--- config.mk ---
export PLATFORM = sky130hd
export DESIGN_NAME = hash_msg_feeder
export DESIGN_NICKNAME = d
export VERILOG_FILES = /design/src/rtl/hash_msg_feeder.sv
export SDC_FILE = /design/constraint.sdc
export NUM_CORES = 1
export LEC_CHECK = 0
export BUFFER_PORTS_ARGS = -buffer_cell sky130_fd_sc_hd__buf_2
export CAP_MARGIN = 20
export CELL_PAD_IN_SITES_DETAIL_PLACEMENT = 1
export CELL_PAD_IN_SITES_GLOBAL_PLACEMENT = 1
export CORE_MARGIN = 8
export CORE_UTILIZATION = 25
export CTS_BUF_LIST = sky130_fd_sc_hd__clkbuf_4 sky130_fd_sc_hd__clkbuf_8
export DETAILED_ROUTE_END_ITERATION = 6
export HOLD_SLACK_MARGIN = 0.05
export PLACE_DENSITY_LB_ADDON = 0.1
export SYNTH_ARGS = -nofsm -noshare
export SYNTH_HDL_FRONTEND = slang
export SYNTH_SLANG_ARGS = --single-unit
--- constraint.sdc ---
create_clock -name clk -period 4.1 [get_ports clk]
set_input_delay 0.82 -clock clk [delete_from_list [all_inputs] [get_ports clk]]
set_output_delay 0.82 -clock clk [all_outputs]
set_load 0.02 [all_outputs]
--- src/rtl/hash_msg_feeder.sv ---
`default_nettype none
// ============================================================================
// Module   : hash_msg_feeder
// Purpose  : Buffers a host byte stream and feeds it to the DES hash core,
//            then captures the digest or reports a timeout.
// Revision : 1.0  initial release
// ============================================================================
module hash_msg_feeder #(
    parameter int FIFO_DEPTH     = 16,
    parameter int TIMEOUT_CYCLES = 1024
) (
    input  logic        clk,
    input  logic        rst_n,
    input  logic        start,
    input  logic [63:0] len,
    input  logic        in_valid,
    input  logic [7:0]  in_data,
    output logic        in_ready,
    output logic [63:0] hash_C,
    output logic        hash_M_valid,
    output logic [7:0]  hash_M,
    input  logic        hash_ready,
    input  logic [31:0] hash_digest,
    output logic [31:0] digest,
    output logic        digest_valid,
    output logic        timeout,
    output logic        busy
);

    localparam int AW = $clog2(FIFO_DEPTH);
    localparam int WW = (TIMEOUT_CYCLES > 1) ? $clog2(TIMEOUT_CYCLES) : 1;
    localparam logic [WW-1:0] WAIT_LAST = WW'(TIMEOUT_CYCLES - 1);

    localparam logic [1:0] ST_IDLE   = 2'd0;
    localparam logic [1:0] ST_STREAM = 2'd1;
    localparam logic [1:0] ST_WAIT   = 2'd2;

    logic [1:0]    state;
    logic [7:0]    mem [FIFO_DEPTH];
    logic [AW:0]   wr_ptr;
    logic [AW:0]   rd_ptr;
    logic [63:0]   acc_cnt;
    logic [63:0]   sent_cnt;
    logic [WW-1:0] wait_cnt;

    logic fifo_empty;
    logic fifo_full;
    logic push;
    logic pop;

    // Extra pointer bit distinguishes full from empty when the indices match.
    assign fifo_empty = (wr_ptr == rd_ptr);
    assign fifo_full  = (wr_ptr[AW] != rd_ptr[AW]) &&
                        (wr_ptr[AW-1:0] == rd_ptr[AW-1:0]);

    assign in_ready = (state == ST_STREAM) && !fifo_full && (acc_cnt < hash_C);
    assign push     = in_valid && in_ready;
    assign pop      = (state == ST_STREAM) && !fifo_empty;
    assign busy     = (state != ST_IDLE);

    always_ff @(posedge clk) begin
        if (push) begin
            mem[wr_ptr[AW-1:0]] <= in_data;
        end
    end

    always_ff @(posedge clk or negedge rst_n) begin
        if (!rst_n) begin
            state        <= ST_IDLE;
            wr_ptr       <= '0;
            rd_ptr       <= '0;
            acc_cnt      <= '0;
            sent_cnt     <= '0;
            wait_cnt     <= '0;
            hash_C       <= '0;
            hash_M       <= '0;
            hash_M_valid <= 1'b0;
            digest       <= '0;
            digest_valid <= 1'b0;
            timeout      <= 1'b0;
        end else begin
            digest_valid <= 1'b0;
            timeout      <= 1'b0;

            // push is only possible in STREAM, since in_ready gates it
            if (push) begin
                wr_ptr  <= wr_ptr + 1'b1;
                acc_cnt <= acc_cnt + 64'd1;
            end

            case (state)
                ST_IDLE: begin
                    hash_M_valid <= 1'b0;
                    if (start && (len != 64'd0)) begin
                        hash_C   <= len;
                        acc_cnt  <= '0;
                        sent_cnt <= '0;
                        wr_ptr   <= '0;
                        rd_ptr   <= '0;
                        state    <= ST_STREAM;
                    end
                end

                ST_STREAM: begin
                    if (pop) begin
                        hash_M       <= mem[rd_ptr[AW-1:0]];
                        hash_M_valid <= 1'b1;
                        rd_ptr       <= rd_ptr + 1'b1;
                        sent_cnt     <= sent_cnt + 64'd1;
                        if ((sent_cnt + 64'd1) == hash_C) begin
                            wait_cnt <= '0;
                            state    <= ST_WAIT;
                        end
                    end else begin
                        hash_M_valid <= 1'b0;
                    end
                end

                ST_WAIT: begin
                    hash_M_valid <= 1'b0;
                    if (hash_ready) begin
                        digest       <= hash_digest;
                        digest_valid <= 1'b1;
                        state        <= ST_IDLE;
                    end else if (wait_cnt == WAIT_LAST) begin
                        timeout <= 1'b1;
                        state   <= ST_IDLE;
                    end else begin
                        wait_cnt <= wait_cnt + 1'b1;
                    end
                end

                default: begin
                    hash_M_valid <= 1'b0;
                    state        <= ST_IDLE;
                end
            endcase
        end
    end

endmodule
`default_nettype wire
==> flow_summary.yaml, run 1 <==
synthesis:
  yosys_warnings: 0
  synthArstFlopShare_pct: 66.8
  synth_edf_count: 128
  synth_cells: 2096
  ys_types: 82
  synth-compound-area-share_pct: 12.6
  syn-mean-instance-area_um2: 10.1
  synth_seq_cells: 385
  synthXorXnorAreaFrac_pct: 4.87
  yosysSeqAreaShare_pct: 48.4
  synth_top_family_by_area: "simple AND/OR/NAND/NOR gates"
  muxShareOfSynthArea_pct: 6.41
  netlist_area_um2: 21200
  synthFlopType: "dfrtp_1"
  synth_fa_ha_area_share_pct: 4.18
  synth-simple-area-share_pct: 19.4
  syn-num-nets: 2276
job:
  drv_cap: 0
floorplanning:
  io_pins: 218
  start_util_pct: 25.1
  die_x_um: 307
  coreArea_um2: 84700
  fp.dieH_um: 307
  rows: 107
  die-area_um2: 94600
detailed_routing:
  ant_nets: 0
  post-route-drc-count: 0
  dr.pass1.iters: 5
  initialDrtViolationCount: 1354
  wl_per_cell_um: 24.9
  routed_wl_um: 90800
  vias: 18500
  vias_per_cell: 5.09
status:
  status: "finished, final reports clean"
global_route:
  track_usage_pct: 18.8
  grt-ovfl-total: 0
  first_global_vias: 19400
  grt_pass1_wl_um: 133000
  antenna_found_initial: 8
  grt_max_degree: 87
sta:
  skew_ns: 0.0421
  layout_min_cycle_time_ns: 4.00
  finalCritPeriodShare_pct: 97.5
  max_freq_ghz: 0.250
  tightest_slew_ns: 0.858
  relSlewSlack_pct: 42.8
  slew_viol_final: 0
  final_hold_viol_count: 0
  finalSetupViolCount: 0
power_and_ir_drop:
  leakage_nw: 11.0
  p_per_area_nw_per_um2: 455
  irDropWorstVdd_mv: 0.232
  finalPower_mw: 12.1
cells_and_area:
  final_common_cell: "dfrtp_1"
  fin_nets: 2608
  area_growth_pct: 24.8
  layout_common_cells: "241 x dfrtp_1, 216 x buf_2, 213 x nand2_1"
  final_util_pct: 31.3
  drive_gt1_share_pct: 26.1
cts:
  clock_sinks: 385
  cts_tree: "yes"
  htree_levels: 3
  cts.clk_slew.worst_paths_ns: 0.06
  clk_path_buf_depth: 3
  ctsRootBufferMaster: "clkbuf_8"
  cts-buffers-inserted: 78
  clock_latency_ns: 0.69
worst_hold_path:
  hp-class: "in2async"
setup_path:
  rrSetupSlack_ns: 0.18
  critPathCaptureType: "primary output"
  regToRegStartpoint: "sent_cnt[12]$_DFFE_PN0P_"
  reg2reg_to: "wait_cnt[9]$_DFFE_PN0P_"
  required_ns: 3.28
  crit_type: "reg2out"
  rr_worst_depth: 10
  cp-start-kind: "flip-flop"
  critPathArrivalTime_ns: 3.18
  crit_path_max_fanout: 4
placed_design:
  hpwl_um: 69500
  io_buffers: 217
  gp_congestion: 0.923
## state kept, by name (all words and copies together), names as in the netlist
register,cells
acc_cnt,64
digest,32
digest_valid,1
hash_C,64
hash_M,8
hash_M_valid,1
mem,128
rd_ptr,5
sent_cnt,64
state,2
timeout,1
wait_cnt,10
wr_ptr,5
## metal layers
layer	part of all wire, %	wire length, um	global-route usage, %
met3	5.6	5080	3.20
met5	0	0	0
met1	47	43100	27.0
met4	3.3	2970	6.84
met2	44	39600	28.3
## worst max-delay path: stages, from the launching register on
cell     delay, ns
dfrtp_2       0.47
inv_1         0.13
ha_1          0.34
nand2_1       0.06
nor2_1        0.19
nand4_1       0.21
or3_4         0.38
or3_4         0.38
nor2_4        0.14
nor2_4        0.06
buf_2         0.15
## cell families after synthesis
family / count (synthesis)
simple gates: 784
compound gates: 437
flops: 385
buf+inv: 219
xor+xnor: 118
mux: 82
fa+ha+maj: 71
## worst max path at each step
stage	startpoint	endpoint	slack, ns	depth (start not counted)
6_report	hash_C[50]$_DFFE_PN0P_	in_ready	0.10	10
2_1_floorplan	hash_C[17]$_DFFE_PN0P_	mem[3][0]$_DFFE_PP_	0.34	12
3_5_place_dp	sent_cnt[18]$_DFFE_PN0P_	wait_cnt[9]$_DFFE_PN0P_	0.05	11
3_3_place_gp	sent_cnt[18]$_DFFE_PN0P_	state[0]$_DFFE_PN0P_	0.06	11
4_1_cts	acc_cnt[45]$_DFF_PN0_	in_ready	0.005	9
5_1_grt	acc_cnt[59]$_DFF_PN0_	in_ready	-0.02	9
## cells in the mapped netlist (4+ instances only)
cell / instances / area, um^2
nand4_1: 80 / 500
o21ai_0: 185 / 926
o211ai_1: 9 / 67.6
clkbuf_1: 99 / 372
a21o_1: 24 / 180
or2_2: 5 / 31.3
nor4_1: 46 / 288
xnor2_1: 87 / 762
mux4_2: 40 / 901
edfxtp_1: 128 / 3840
and3_1: 28 / 175
a211oi_1: 4 / 30.0
a211o_1: 5 / 43.8
buf_4: 7 / 52.6
buf_1: 7 / 26.3
or4_1: 9 / 67.6
a2bb2oi_1: 8 / 70.1
a31oi_1: 17 / 106
mux2_2: 33 / 372
nand4_4: 4 / 85.1
o2111ai_1: 4 / 35.0
nand2_1: 214 / 803
and4_1: 28 / 245
o22ai_1: 5 / 31.3
xor2_1: 31 / 272
inv_1: 93 / 349
nand3_1: 77 / 385
dfrtp_1: 257 / 6430
a21oi_1: 85 / 425
o21ai_2: 9 / 78.8
o21a_1: 12 / 90.1
ha_1: 71 / 888
o41ai_1: 13 / 114
o31ai_1: 24 / 180
or3_1: 39 / 244
nor3_1: 58 / 290
mux2i_1: 9 / 90.1
and2_1: 13 / 81.3
nand2b_1: 11 / 68.8
a2111oi_0: 4 / 35.0
nor2_1: 138 / 518
buf_2: 11 / 55.1
nor2b_1: 6 / 37.5
## layout make-up
cell class,count,area (um^2)
timing repair buffer,378,2440
fill,9611,58200
antenna,9,22.5
tap,1144,1430
clock inverter,32,347
multi-input combinational,1492,10200
sequential,385,10300
inverter,93,349
clock buffer,109,1400
## power breakdown
part	switching, mW	internal (mW)
Combinational	1.77	1.16
Clock	1.94	2.56
Sequential	0.316	4.32
## repair_timing
item                                    CTS  global route
pin swaps                                 8            10
hold buffers                              0             0
endpoints found under the setup margin    1            13
resized for setup                        22            13
setup buffers                             5             7
## stage by stage
step	instance area, um^2	TNS [ns]	std cells	hold WS [ns]	setup WS, ns
2_1_floorplan	21200	0	2096	0.488	0.336
3_3_place_gp	24500	0	3480	0.460	0.0647
3_5_place_dp	24500	0	3480	0.465	0.0505
4_1_cts	26400	0	3626	0.157	0.00539
5_1_grt	26500	-0.0178	3641	0.213	-0.0178
6_report	26500	0	3642	0.188	0.102
Power figures use the tool's default switching activity.
==> run 2, diff against run 1 <==
--- a/config.mk
+++ b/config.mk
@@ -15,6 +15,8 @@
 export DETAILED_ROUTE_END_ITERATION = 6
 export HOLD_SLACK_MARGIN = 0.05
 export PLACE_DENSITY_LB_ADDON = 0.1
+export RECOVER_POWER = 100
 export SYNTH_ARGS = -nofsm -noshare
 export SYNTH_HDL_FRONTEND = slang
 export SYNTH_SLANG_ARGS = --single-unit
+export TNS_END_PERCENT = 1
==> flow_summary.yaml, run 2 (synthesized netlist as in run 1, its figures left out) <==
placed_design:
  io_buffers: 217
  hpwl_um: 69500
  placed_cells_incl_taps: 3480
  place_area_um2: 24500
  gp_congestion: 0.923
setup_path:
  cp_cell_sequence: "inv_1, ha_1, nand2_1, nor3_4, nand4_1, or3_4, or3_4, nor2_4, nor2_4, buf_2"
  slowest_delay_ns: 0.42
  critPathCaptureType: "primary output"
  crit_path_max_fanout: 4
  reg2reg_to: "wait_cnt[9]$_DFFE_PN0P_"
  critPathSlowestCell: "dfrtp_2"
  crit_type: "reg2out"
  critPathArrivalTime_ns: 3.20
  rrSetupSlack_ns: 0.15
  regToRegStartpoint: "sent_cnt[3]$_DFFE_PN0P_"
  required_ns: 3.28
  crit_family: "simple AND/OR/NAND/NOR gates"
  rr_worst_depth: 10
  cp-start-kind: "flip-flop"
  cp_num_buf_inv: 2
cts:
  cts-buffers-inserted: 78
  clock_latency_ns: 0.69
  cts.clk_slew.worst_paths_ns: 0.06
  ctsRootBufferMaster: "clkbuf_8"
  clock_sinks: 385
  clk_path_buf_depth: 3
  htree_levels: 3
  cts_tree: "yes"
power_and_ir_drop:
  irDropWorstVdd_mv: 0.236
  finalPower_mw: 12.0
  p_per_area_nw_per_um2: 460
  leakage_nw: 10.6
global_route:
  first_global_vias: 19400
  grt_max_degree: 87
  grt_pass1_wl_um: 133000
  antenna_found_initial: 8
  grt-ovfl-total: 0
  track_usage_pct: 18.8
detailed_routing:
  ant_nets: 0
  dr.pass1.iters: 5
  vias_per_cell: 5.08
  initialDrtViolationCount: 1350
  routed_wl_um: 91000
  wl_per_cell_um: 25.0
  vias: 18500
  post-route-drc-count: 0
sta:
  layout_min_cycle_time_ns: 4.02
  finalCritPeriodShare_pct: 98.0
  tightest_slew_ns: 2.70
  final_hold_viol_count: 0
  skew_ns: 0.0386
  relSlewSlack_pct: -80.2
  rsz0062_at_grt: "yes"
  finalSetupViolCount: 0
  max_freq_ghz: 0.249
  finalSetupTns_ns: 0
  slew_viol_final: 121
cells_and_area:
  drive_gt1_share_pct: 20.9
  multi_input_area_um2: 10200
  fill_cells: 9673
  final_common_cell: "dfrtp_1"
  layout_common_cells: "241 x dfrtp_1, 213 x nand2_1, 185 x o21ai_0"
  fin_nets: 2607
  final_area_um2: 26200
  final_cells: 3640
  seq_area_um2: 10300
  largest_reg_flops: 128
  area_growth_pct: 23.3
worst_hold_path:
  hp-class: "in2reg"
  whs_path_depth: 2
  min_to: "timeout$_DFF_PN0_"
  worstHoldStart: "hash_ready"
status:
  status: "finished with violations"
  violations: "max-capacitance violations, max-slew violations"
floorplanning:
  start_util_pct: 25.1
  die-area_um2: 94600
  fp.dieH_um: 307
  rows: 107
  io_pins: 218
  die_x_um: 307
  coreArea_um2: 84700
job:
  drv_cap: 2
## run 2: cell type report
cell class / count / area share, %
Inverter: 93 / 1.33
Clock inverter: 32 / 1.32
Antenna cell: 8 / 0.0765
Clock buffer: 109 / 5.35
Sequential cell: 385 / 39.3
Timing Repair Buffer: 377 / 8.12
Multi-Input combinational cell: 1492 / 39.0
Tap cell: 1144 / 5.47
## run 2: layer usage
metal,part of all wire (%),GRT usage [%]
met5,0,0
met4,3.3,6.84
met3,5.5,3.20
met2,44,28.3
met1,48,27.0
## run 2: worst max path at each step
stage | start | to | slack (ns) | cells after the start
finish | hash_C[39]$_DFFE_PN0P_ | in_ready | 0.08 | 10
detailed placement | sent_cnt[18]$_DFFE_PN0P_ | wait_cnt[9]$_DFFE_PN0P_ | 0.05 | 11
global placement | sent_cnt[18]$_DFFE_PN0P_ | state[0]$_DFFE_PN0P_ | 0.06 | 11
CTS | acc_cnt[45]$_DFF_PN0_ | in_ready | 0.005 | 9
floorplan | hash_C[17]$_DFFE_PN0P_ | mem[3][0]$_DFFE_PP_ | 0.34 | 12
global route | acc_cnt[60]$_DFF_PN0_ | in_ready | -0.02 | 9
## run 2: worst register-to-register path: stages (launching register included)
cell       delay (ns)
dfrtp_1          0.58
nand4_4          0.26
nor3_2           0.36
nand3_1          0.31
or3_1            0.52
mux2i_1          0.27
o2111ai_1        0.23
or4_4            0.54
nor4_4           0.42
buf_12           0.21
o21ai_0          0.12
## run 2: power breakdown
part | total (mW) | leakage, nW | switching (mW) | internal, mW
combinational | 2.89 | 5.26 | 1.77 | 1.12
sequential | 4.64 | 4.41 | 0.322 | 4.32
clock | 4.50 | 0.904 | 1.94 | 2.56
## run 2: through the flow
step	utilization (%)	setup slack [ns]	hold WS, ns
after floorplan	-	0.336	0.488
after global placement	28.9	0.0647	0.460
after detailed placement	28.9	0.0505	0.465
after CTS	31.1	0.00539	0.157
after global routing	30.9	-0.0216	0.327
final	30.9	0.0828	0.367
## run 2: repair_timing
action | in CTS | in global routing
pin swaps | 8 | 9
hold buffers | 0 | 0
setup buffers | 5 | 6
setup endpoints to repair | 1 | 13
gates resized for setup | 22 | 12
